$ cat config.mk
export PLATFORM = sky130hd
export DESIGN_NAME = instruction_fetch_unit
export DESIGN_NICKNAME = d
export VERILOG_FILES = /design/src/rtl/core_pkg.sv /design/src/rtl/instruction_fetch_unit.sv
export SDC_FILE = /design/constraint.sdc
export NUM_CORES = 1
export LEC_CHECK = 0
export CORE_UTILIZATION = 45
export DETAILED_ROUTE_END_ITERATION = 16
export PLACE_DENSITY = 0.79
export SETUP_SLACK_MARGIN = 0.02
export SKIP_LAST_GASP = 1
export SYNTH_ARGS = -nofsm -noshare
export SYNTH_HDL_FRONTEND = slang
export SYNTH_SLANG_ARGS = --single-unit
$ cat constraint.sdc
create_clock -name clk -period 11.45 [get_ports clk]
set_clock_uncertainty 0.15 [all_clocks]
set_input_delay 2.29 -clock clk [delete_from_list [all_inputs] [get_ports clk]]
set_output_delay 2.29 -clock clk [all_outputs]
set_load 0.01 [all_outputs]
$ cat src/rtl/core_pkg.sv
// Shared RV64I core definitions: widths, reset defaults, base opcodes and the
// fetch-stage state encoding.
`timescale 1ns/1ps
package core_pkg;

  localparam int unsigned XLEN          = 64;
  localparam logic [31:0] NOP_INSTR     = 32'h0000_0013;
  localparam logic [63:0] RESET_PC_DFLT = 64'h0000_0000_0000_0000;

  // Major opcodes (instr[6:0]) used by decode and the immediate generator
  localparam logic [6:0] OPC_LUI      = 7'b0110111;
  localparam logic [6:0] OPC_AUIPC    = 7'b0010111;
  localparam logic [6:0] OPC_JAL      = 7'b1101111;
  localparam logic [6:0] OPC_JALR     = 7'b1100111;
  localparam logic [6:0] OPC_BRANCH   = 7'b1100011;
  localparam logic [6:0] OPC_LOAD     = 7'b0000011;
  localparam logic [6:0] OPC_STORE    = 7'b0100011;
  localparam logic [6:0] OPC_OP_IMM   = 7'b0010011;
  localparam logic [6:0] OPC_OP       = 7'b0110011;
  localparam logic [6:0] OPC_OP_IMM32 = 7'b0011011;
  localparam logic [6:0] OPC_OP_32    = 7'b0111011;
  localparam logic [6:0] OPC_MISC_MEM = 7'b0001111;
  localparam logic [6:0] OPC_SYSTEM   = 7'b1110011;

  typedef enum logic [2:0] {
    FS_IDLE,
    FS_FETCH,
    FS_DRAIN,
    FS_DELIVER,
    FS_FAULT
  } fetch_state_t;

endpackage

$ cat src/rtl/instruction_fetch_unit.sv
// Fetch stage: owns the PC, runs the req/ack handshake to instruction memory
// and hands one instruction at a time to decode.
`timescale 1ns/1ps
module instruction_fetch_unit #(
  parameter int unsigned      XLEN     = 64,
  parameter logic [XLEN-1:0]  RESET_PC = core_pkg::RESET_PC_DFLT[XLEN-1:0]
) (
  input  logic            clk,
  input  logic            reset,
  output logic            imem_req,
  output logic [XLEN-1:0] imem_addr,
  input  logic            imem_ack,
  input  logic [31:0]     imem_rdata,
  input  logic            redirect_valid,
  input  logic [XLEN-1:0] redirect_pc,
  input  logic            stall,
  output logic            instr_valid,
  output logic [31:0]     instr,
  output logic [XLEN-1:0] instr_pc,
  output logic            misaligned_fault
);
  import core_pkg::*;

  fetch_state_t    state_q, state_d;
  logic [XLEN-1:0] pc_q, pc_d;
  logic [XLEN-1:0] addr_hold_q, addr_hold_d;
  logic [31:0]     instr_q, instr_d;
  logic [XLEN-1:0] instr_pc_q, instr_pc_d;
  logic            fault_q, fault_d;
  logic            redir_bad;

  assign redir_bad = redirect_valid && (redirect_pc[1:0] != 2'b00);

  // DRAIN keeps presenting the abandoned address until memory answers it
  assign imem_req         = (state_q == FS_FETCH) || (state_q == FS_DRAIN);
  assign imem_addr        = (state_q == FS_DRAIN) ? addr_hold_q : pc_q;
  assign instr_valid      = (state_q == FS_DELIVER);
  assign instr            = instr_q;
  assign instr_pc         = instr_pc_q;
  assign misaligned_fault = fault_q;

  always_comb begin
    state_d     = state_q;
    pc_d        = pc_q;
    addr_hold_d = addr_hold_q;
    instr_d     = instr_q;
    instr_pc_d  = instr_pc_q;
    fault_d     = fault_q;

    unique case (state_q)
      FS_IDLE: state_d = FS_FETCH;

      FS_FETCH: begin
        if (redir_bad) begin
          state_d = FS_FAULT;
          fault_d = 1'b1;
        end else if (redirect_valid) begin
          // With an ack the response is simply dropped and we refetch next cycle
          pc_d = redirect_pc;
          if (!imem_ack) begin
            addr_hold_d = pc_q;
            state_d     = FS_DRAIN;
          end
        end else if (imem_ack) begin
          instr_d    = imem_rdata;
          instr_pc_d = pc_q;
          state_d    = FS_DELIVER;
        end
      end

      FS_DRAIN: begin
        if (redir_bad) begin
          state_d = FS_FAULT;
          fault_d = 1'b1;
        end else begin
          if (redirect_valid) pc_d = redirect_pc;
          if (imem_ack) state_d = FS_FETCH;
        end
      end

      FS_DELIVER: begin
        // Redirects are only sampled on the cycle decode takes the instruction
        if (!stall) begin
          if (redir_bad) begin
            state_d = FS_FAULT;
            fault_d = 1'b1;
          end else begin
            pc_d    = redirect_valid ? redirect_pc : (pc_q + XLEN'(4));
            state_d = FS_FETCH;
          end
        end
      end

      FS_FAULT: state_d = FS_FAULT;

      default: state_d = FS_IDLE;
    endcase
  end

  always_ff @(posedge clk or posedge reset) begin
    if (reset) begin
      state_q     <= FS_IDLE;
      pc_q        <= RESET_PC;
      addr_hold_q <= RESET_PC;
      instr_q     <= NOP_INSTR;
      instr_pc_q  <= RESET_PC;
      fault_q     <= 1'b0;
    end else begin
      state_q     <= state_d;
      pc_q        <= pc_d;
      addr_hold_q <= addr_hold_d;
      instr_q     <= instr_d;
      instr_pc_q  <= instr_pc_d;
      fault_q     <= fault_d;
    end
  end

endmodule

# After elaboration in Yosys (flattened, before gate mapping)
# Index checks and enable logic that the tools add are counted.
# op_classes
add_sub_neg	1
n_reduce_logical	11
n_bitwise	3
n_eq_ne	11
muxes	19
# ops
operator	n
64-bit 2-to-1 mux	6
64-bit one-hot mux with 2 select lines	1
64-bit by 3-bit adder with 64-bit output (second input constant)	1
3-bit 2-to-1 mux	8
3-bit one-hot mux with 5 select lines	1
4-bit AND reduction	3
4-bit inequality test (second input constant)	2
3-bit by 2-bit equality test with 1-bit output (second input constant)	2
2-bit inequality test (second input constant)	3
5-bit AND reduction	1
2-bit nonzero test	2
3-bit by 1-bit equality test with 1-bit output (second input constant)	1
3-bit equality test (second input constant)	1
3-bit logical NOT	1
3-bit inequality test (second input constant)	1
1-bit NOT	3
1-bit 2-to-1 mux	2
2-bit by 1-bit inequality test with 1-bit output (second input constant)	1
1-bit one-hot mux with 2 select lines	1
2-bit AND reduction	1
2-bit OR reduction	1
1-bit logical AND	1
1-bit logical OR	1
# totals
output_inout_bits	163
in_bits	101
ff_bits	228

# Longest topological paths before layout
# Gate-level depths: netlist (run 1).
# depth
ltp_word	5
ltp_mapped	8
mapped_depth_nobuf	6

# Least setup slack after synthesis (run 1)
# OpenSTA, ideal clock, no wires.
# synth_timing
kind	register -> output
from	register state_q[1]
to	output port imem_addr[10]
n_path_buf	2
stages_incl_launch_ff	6
t_arrival_ns	1.727
required_ns	9.010
setup_slack_ns	7.283
cell_sequence	dfrtp_1 -> clkbuf_1 -> nand2b_1 -> nor2_1 -> clkbuf_1 -> mux2_2
# synth_via
elab_chain_len	2
# synth_lines
item	line_no	source
start, declared	instruction_fetch_unit.sv:24	fetch_state_t state_q, state_d;
start signal, assigned	instruction_fetch_unit.sv:109	state_q <= state_d;
3-bit by 2-bit equality test with 1-bit output	instruction_fetch_unit.sv:36	assign imem_addr = (state_q == FS_DRAIN) ? addr_hold_q : pc_q;
64-bit 2-to-1 mux	instruction_fetch_unit.sv:36	
end, declared	instruction_fetch_unit.sv:11	output logic [XLEN-1:0] imem_addr,
# Every way passes these cells.

# Final worst setup path (run 1)
# layout_timing
from	register state_q[1]
to	output port imem_addr[26]
# The elaborated chain is that of the path after synthesis.

==> impl_metrics.csv, run 1 <==
group,metric,value,unit
power_and_ir_drop,switching_share,35.4,%
finish,nets,1342,
global_route,grt_pass1_wl,50300,µm
timing,max_freq,0.167,GHz
drt,vias,9158,
timing,maxSlewViolCount,0,
drt,wirelength,31600,µm
logic_synthesis,yosys_warnings,0,
logic_synthesis,yosys.cell_count.top_type,"dfrtp_1",
logic_synthesis,netlist_area,0.0114,mm²
drt,viasPerCell,5.78,
logic_synthesis,synth.area.top_cells,"dfrtp_1 49%, mux2_2 21%, nand3_1 2.5%, nand2_1 2.2%, a21oi_1 2.2%",
logic_synthesis,synthTopCellsByCount,"225 x dfrtp_1, 211 x mux2_2, 68 x nand2_1",
clocking,cts_root_buf,"clkbuf_16",
logic_synthesis,yosys.area.top_type_share,49.4,%
clocking,post_cts_resized,0,
logic_synthesis,ys_types,63,
clocking,cts_tree,"done",
die,die-area,0.0260,mm²
finish,areaGrowthSynthToFinish,32.9,%
logic_synthesis,ys_seq_area_share,50.1,%
logic_synthesis,yosys.area.top_type,"dfrtp_1",
logic_synthesis,synth_edf_count,0,
die,start_util,46.3,%
placed_design,io_buffers,263,
timing,rsz0062_at_grt,"no",
drt,ant_nets,0,
die,die-height,161,µm
global_route,grt_usage,24.2,%
global_route,antenna_found_initial,0,
die,die_w,161,µm
timing,fin_crit,5.98,ns
die,row_count,57,
setup_path,arrival,3.54,ns
setup_path,setup.worst_path.end_class,"output port",
timing,finalCritPeriodShare,52.2,%
die,core,0.0246,mm²
power_and_ir_drop,p_switching,1.54,mW
clocking,htreeDepth,1,
placed_design,dp_hpwl,21000,µm
timing,finalSetupTns,0,ns
power_and_ir_drop,p_comb_share,43.2,%
global_route,grt_pass1_vias,9011,
power_and_ir_drop,p_clk_share,20.6,%
clocking,cts_buffers,26,
logic_synthesis,syn-mean-instance-area,11.1,µm²
logic_synthesis,synthesis.nets,1131,
global_route,overflow,0,
drt,detail_route.first_pass.iterations,5,
finish,drive_above_1_share,23.4,%
status,status,"completed",
clocking,post-cts-setup-buffers,0,
finish,fill_cells,1977,
logic_synthesis,synth_seq_cells,228,
min_path,holdPathStages,2,
logic_synthesis,synth_cells,1029,
power_and_ir_drop,p_leak,6.21,nW
die,ios,264,
logic_synthesis,async_flop_share,100,%
timing,worst_pin_slew,1.04,ns
finish,multi_input_area,0.00533,mm²
clocking,holdBufCountCts,0,
logic_synthesis,yosys_most_used_dff,"dfrtp_1",
setup_path,start_kind,"register",
power_and_ir_drop,power_density,287,mW/mm²
finish,final_cell_area,0.0151,mm²
setup_path,required,9.01,ns
setup_path,critical_path_class,"register to output port",
clocking,cts_buffer_depth,3,
clocking,clk_pin_slew,0.06,ns
min_path,hp-class,"register to register",
global_route,grt_max_degree,103,
timing,slew_headroom,30.4,%
job,maxCapViolations,0,
placed_design,gp_congestion,0.841,
timing,hold_violations,0,
setup_path,cp_max_fo,42,
placed_design,placed_area,0.0142,mm²
drt,drt_iter0_drc,753,
power_and_ir_drop,p_int,2.81,mW
power_and_ir_drop,power_frac_seq,36.1,%
drt,drcViolationCount,0,
setup_path,ff2ff_path_depth,4,
finish,regArea,0.00571,mm²
drt,wl_per_cell,19.9,µm
clocking,numClockSinks,228,
power_and_ir_drop,max-vdd-ir-drop,0.207,mV
clocking,insertion_delay,0.53,ns
timing,setup_viol,0,
cell usage in the layout, fill, tap and decap left out, types with 8 or more instances in the layout:
master / count
o22ai_1: 8
clkdlybuf4s50_1: 263
and3_1: 28
o22a_1: 13
nor4_1: 10
mux2_2: 211
nor3_1: 19
o21ai_0: 37
or3_1: 9
nand3_1: 54
a31oi_1: 9
nand2_1: 68
buf_4: 12
nor2_1: 41
clkbuf_16: 27
dfrtp_1: 225
a21oi_1: 49
o211ai_1: 10
nand4_1: 30
critical path: stages, from the launching register on:
cell and delay, ns:
dfrtp_1 0.61, nand2b_1 0.18, nor2_4 0.66, buf_4 0.59
mux2_2 0.40, clkdlybuf4s50_1 0.50
final timing paths:
path,slack [ns],from,to
min reg2reg,0.33,addr_hold_q[5],addr_hold_q[5]
max in group asynchronous,6.82,reset,pc_q[47]
max,5.47,state_q[1],imem_addr[26]
min,0.33,addr_hold_q[5],addr_hold_q[5]
min in group asynchronous,2.10,reset,instr[13]
max reg2reg,8.49,state_q[0],instr_pc[19]
area by class of cell:
| cell class | instances | area share [%] |
|---|---|---|
| Clock buffer | 32 | 4.72 |
| Inverter | 8 | 0.248 |
| Multi-Input combinational cell | 701 | 35.2 |
| Clock inverter | 16 | 1.45 |
| Antenna cell | 1 | 0.0165 |
| Sequential cell | 228 | 37.7 |
| Timing Repair Buffer | 275 | 18.0 |
| Tap cell | 324 | 2.68 |
power groups by stage:
stage,Sequential [mW],Clock [mW],Combinational [mW]
after floorplan,1.47,0,1.07
after global placement,1.55,0,1.84
after detailed placement,1.58,0,1.88
after CTS,1.57,0.914,1.90
after global routing,1.63,0.945,2.02
final,1.57,0.898,1.88
registers in the layout, summed over array words and instances, names as in the netlist:
signal            cells
instr                32
state_q               3
instr_pc             64
addr_hold_q          64
misaligned_fault      1
pc_q                 64
logic make-up (layout without fill, tap and decap cells):
kind of cell               after synthesis  after routing  synth area share [%]
muxes                                  212            212                  20.9
DFF                                    228            228                  50.1
AOI/OAI and AO/OA                      182            182                  10.5
adders and majority gates                1              1                 0.110
and+or+nand+nor                        305            305                  14.6
xor gates and xnor gates                 1              1                0.0769
other                                    0              1                     0
buffers and inverters                  100            331                  3.66
per-stage QoR:
| stage | setup slack (ns) | std cells | hold WS, ns | power [mW] | util (%) |
|---|---|---|---|---|---|
| finish | 5.47 | 1585 | 0.332 | 4.35 | 61.5 |
| detailed placement | 5.88 | 1536 | 0.320 | 3.46 | 57.7 |
| global route | 5.24 | 1584 | 0.350 | 4.59 | 61.5 |
| floorplan | 2.77 | 1029 | 0.300 | 2.54 | - |
| global placement | 5.91 | 1536 | 0.312 | 3.39 | 57.7 |
| CTS | 5.43 | 1584 | 0.334 | 4.38 | 61.5 |
metal layers:
| layer | track usage [%] | wire [µm] | vias up |
|---|---|---|---|
| met3 | 5.60 | 2520 | 38 |
| met5 | 0 | 0 | - |
| met2 | 41.4 | 15500 | 378 |
| met1 | 31.1 | 13000 | 4520 |
| met4 | 5.70 | 564 | 0 |
| li1 | - | - | 4222 |
Power figures use the tool's default switching activity.
==> inputs of run 2 (changes only) <==
==> constraint.sdc (replaced) <==
create_clock -name clk -period 6.1 [get_ports clk]
set_clock_uncertainty 0.15 [all_clocks]
set_input_delay 1.22 -clock clk [delete_from_list [all_inputs] [get_ports clk]]
set_output_delay 1.22 -clock clk [all_outputs]
set_load 0.01 [all_outputs]
==> impl_metrics.csv, run 2 (synthesized netlist as in run 1, its figures left out) <==
group,metric,value,unit
placed_design,placed_area,0.0142,mm²
timing,fin_crit,4.75,ns
placed_design,place_inst,1539,
power_and_ir_drop,p_total,8.02,mW
finish,drive_above_1_share,23.3,%
finish,mostFrequentLayoutCells,"263 x clkdlybuf4s50_1, 225 x dfrtp_1, 211 x mux2_2, 68 x nand2_1, 54 x nand3_1",
drt,ant_nets,0,
timing,slew_headroom,27.1,%
die,core,0.0246,mm²
die,die-area,0.0260,mm²
setup_path,r2r-end,"instr_pc[23]",
placed_design,io_buffers,263,
clocking,post_cts_resized,0,
clocking,htreeDepth,1,
drt,drt_iter0_drc,778,
clocking,cts_tree,"done",
drt,viasPerCell,5.83,
setup_path,start_kind,"register",
finish,final_common_cell,"clkdlybuf4s50_1",
timing,setup_viol,0,
timing,hold_violations,0,
clocking,cts_buffers,25,
clocking,numClockSinks,228,
setup_path,cp_max_fo,36,
drt,drcViolationCount,0,
timing,hold_slack,0.323,ns
finish,stdcell_count,1586,
timing,finalSetupTns,0,ns
setup_path,setup.worst_path.end_class,"output port",
finish,final_cell_area,0.0151,mm²
drt,wirelength,31600,µm
placed_design,dp_hpwl,21900,µm
clocking,clk_pin_slew,0.06,ns
finish,areaGrowthSynthToFinish,32.4,%
setup_path,arrival,3.38,ns
min_path,hold_path.startpoint,"misaligned_fault",
clocking,post-cts-setup-buffers,0,
global_route,grt_usage,24.2,%
setup_path,critical_path_class,"register to output port",
setup_path,r2r_slack,3.06,ns
timing,rsz0062_at_grt,"no",
clocking,insertion_delay,0.52,ns
min_path,hp-class,"register to register",
clocking,cts_buffer_depth,3,
clocking,cts_root_buf,"clkbuf_16",
timing,maxSlewViolCount,0,
finish,fill_cells,1940,
min_path,hold_end,"misaligned_fault",
die,row_count,57,
min_path,holdPathStages,1,
finish,nets,1344,
drt,wl_per_cell,19.9,µm
die,ios,264,
setup_path,required,4.73,ns
power_and_ir_drop,p_leak,6.18,nW
job,maxCapViolations,0,
status,status,"completed",
die,die_w,161,µm
placed_design,gp_congestion,0.838,
setup_path,ff2ff_path_depth,4,
timing,max_freq,0.211,GHz
global_route,grt_pass1_wl,50300,µm
clocking,holdBufCountCts,0,
setup_path,r2r-start,"state_q[0]",
setup_path,critPathLaunch,"state_q[1]",
power_and_ir_drop,max-vdd-ir-drop,0.315,mV
global_route,grt_pass1_vias,9108,
global_route,antenna_found_initial,1,
die,start_util,46.3,%
die,die-height,161,µm
global_route,overflow,0,
timing,worst_pin_slew,1.09,ns
drt,detail_route.first_pass.iterations,7,
power_and_ir_drop,power_density,532,mW/mm²
timing,finalCritPeriodShare,77.8,%
global_route,grt_max_degree,80,
drt,vias,9247,
## run 2: changes by cell type in the layout (fill, tap and decap cells not counted), sizes merged
cell	before	now
buf	12	15
bufinv	5	2
clkbuf	32	36
clkinv	7	4
clkinvlp	4	3
diode	1	2
## run 2: critical path, stage by stage, from the launching register on
cell and delay [ns]:
dfrtp_1 0.62, nand2b_1 0.18, nor2_4 0.83, buf_12 0.30, mux2_2 0.37, clkdlybuf4s50_1 0.49
## run 2: worst max-delay path by stage
| stage | to | slack (ns) | depth (start not counted) |
|---|---|---|---|
| 2_1_floorplan | addr_hold_q[0] | 1.75 | 1 |
| 6_report | imem_addr[4] | 1.35 | 5 |
| 3_5_place_dp | addr_hold_q[1] | 1.83 | 4 |
| 4_1_cts | imem_addr[4] | 1.33 | 5 |
| 5_1_grt | imem_addr[56] | 1.16 | 5 |
| 3_3_place_gp | addr_hold_q[20] | 1.99 | 4 |
## run 2: metrics by stage
| stage | setup slack (ns) | utilization, % |
|---|---|---|
| floorplan | 1.75 | - |
| global placement | 1.99 | 57.8 |
| detailed placement | 1.83 | 57.8 |
| CTS | 1.33 | 61.3 |
| global route | 1.16 | 61.3 |
| finish | 1.35 | 61.3 |
## run 2: per-layer routing
layer | global-route usage, % | share of wire [%] | vias to the layer above
met5 | 0 | 0 | -
met3 | 4.85 | 8.0 | 48
met4 | 6.35 | 1.9 | 0
met2 | 40.7 | 49 | 405
met1 | 31.9 | 42 | 4567
li1 | - | - | 4227
## run 2: power by group
part	total [mW]	internal [mW]	leakage, nW	switching [mW]
Clock	1.53	0.922	0.412	0.612
Sequential	2.95	2.23	2.76	0.720
Combinational	3.53	2.01	3.01	1.52
Total	8.02	5.16	6.18	2.86
## run 2: cell type report
| cell class | count | area (µm²) | share of cell area, % |
|---|---|---|---|
| inverter | 8 | 33.8 | 0.224 |
| antenna | 2 | 5.00 | 0.0332 |
| clock inverter | 9 | 104 | 0.689 |
| tap | 324 | 405 | 2.69 |
| clock buffer | 36 | 737 | 4.89 |
| sequential | 228 | 5710 | 37.9 |
| timing repair buffer | 278 | 2760 | 18.3 |
| multi-input combinational | 701 | 5330 | 35.3 |
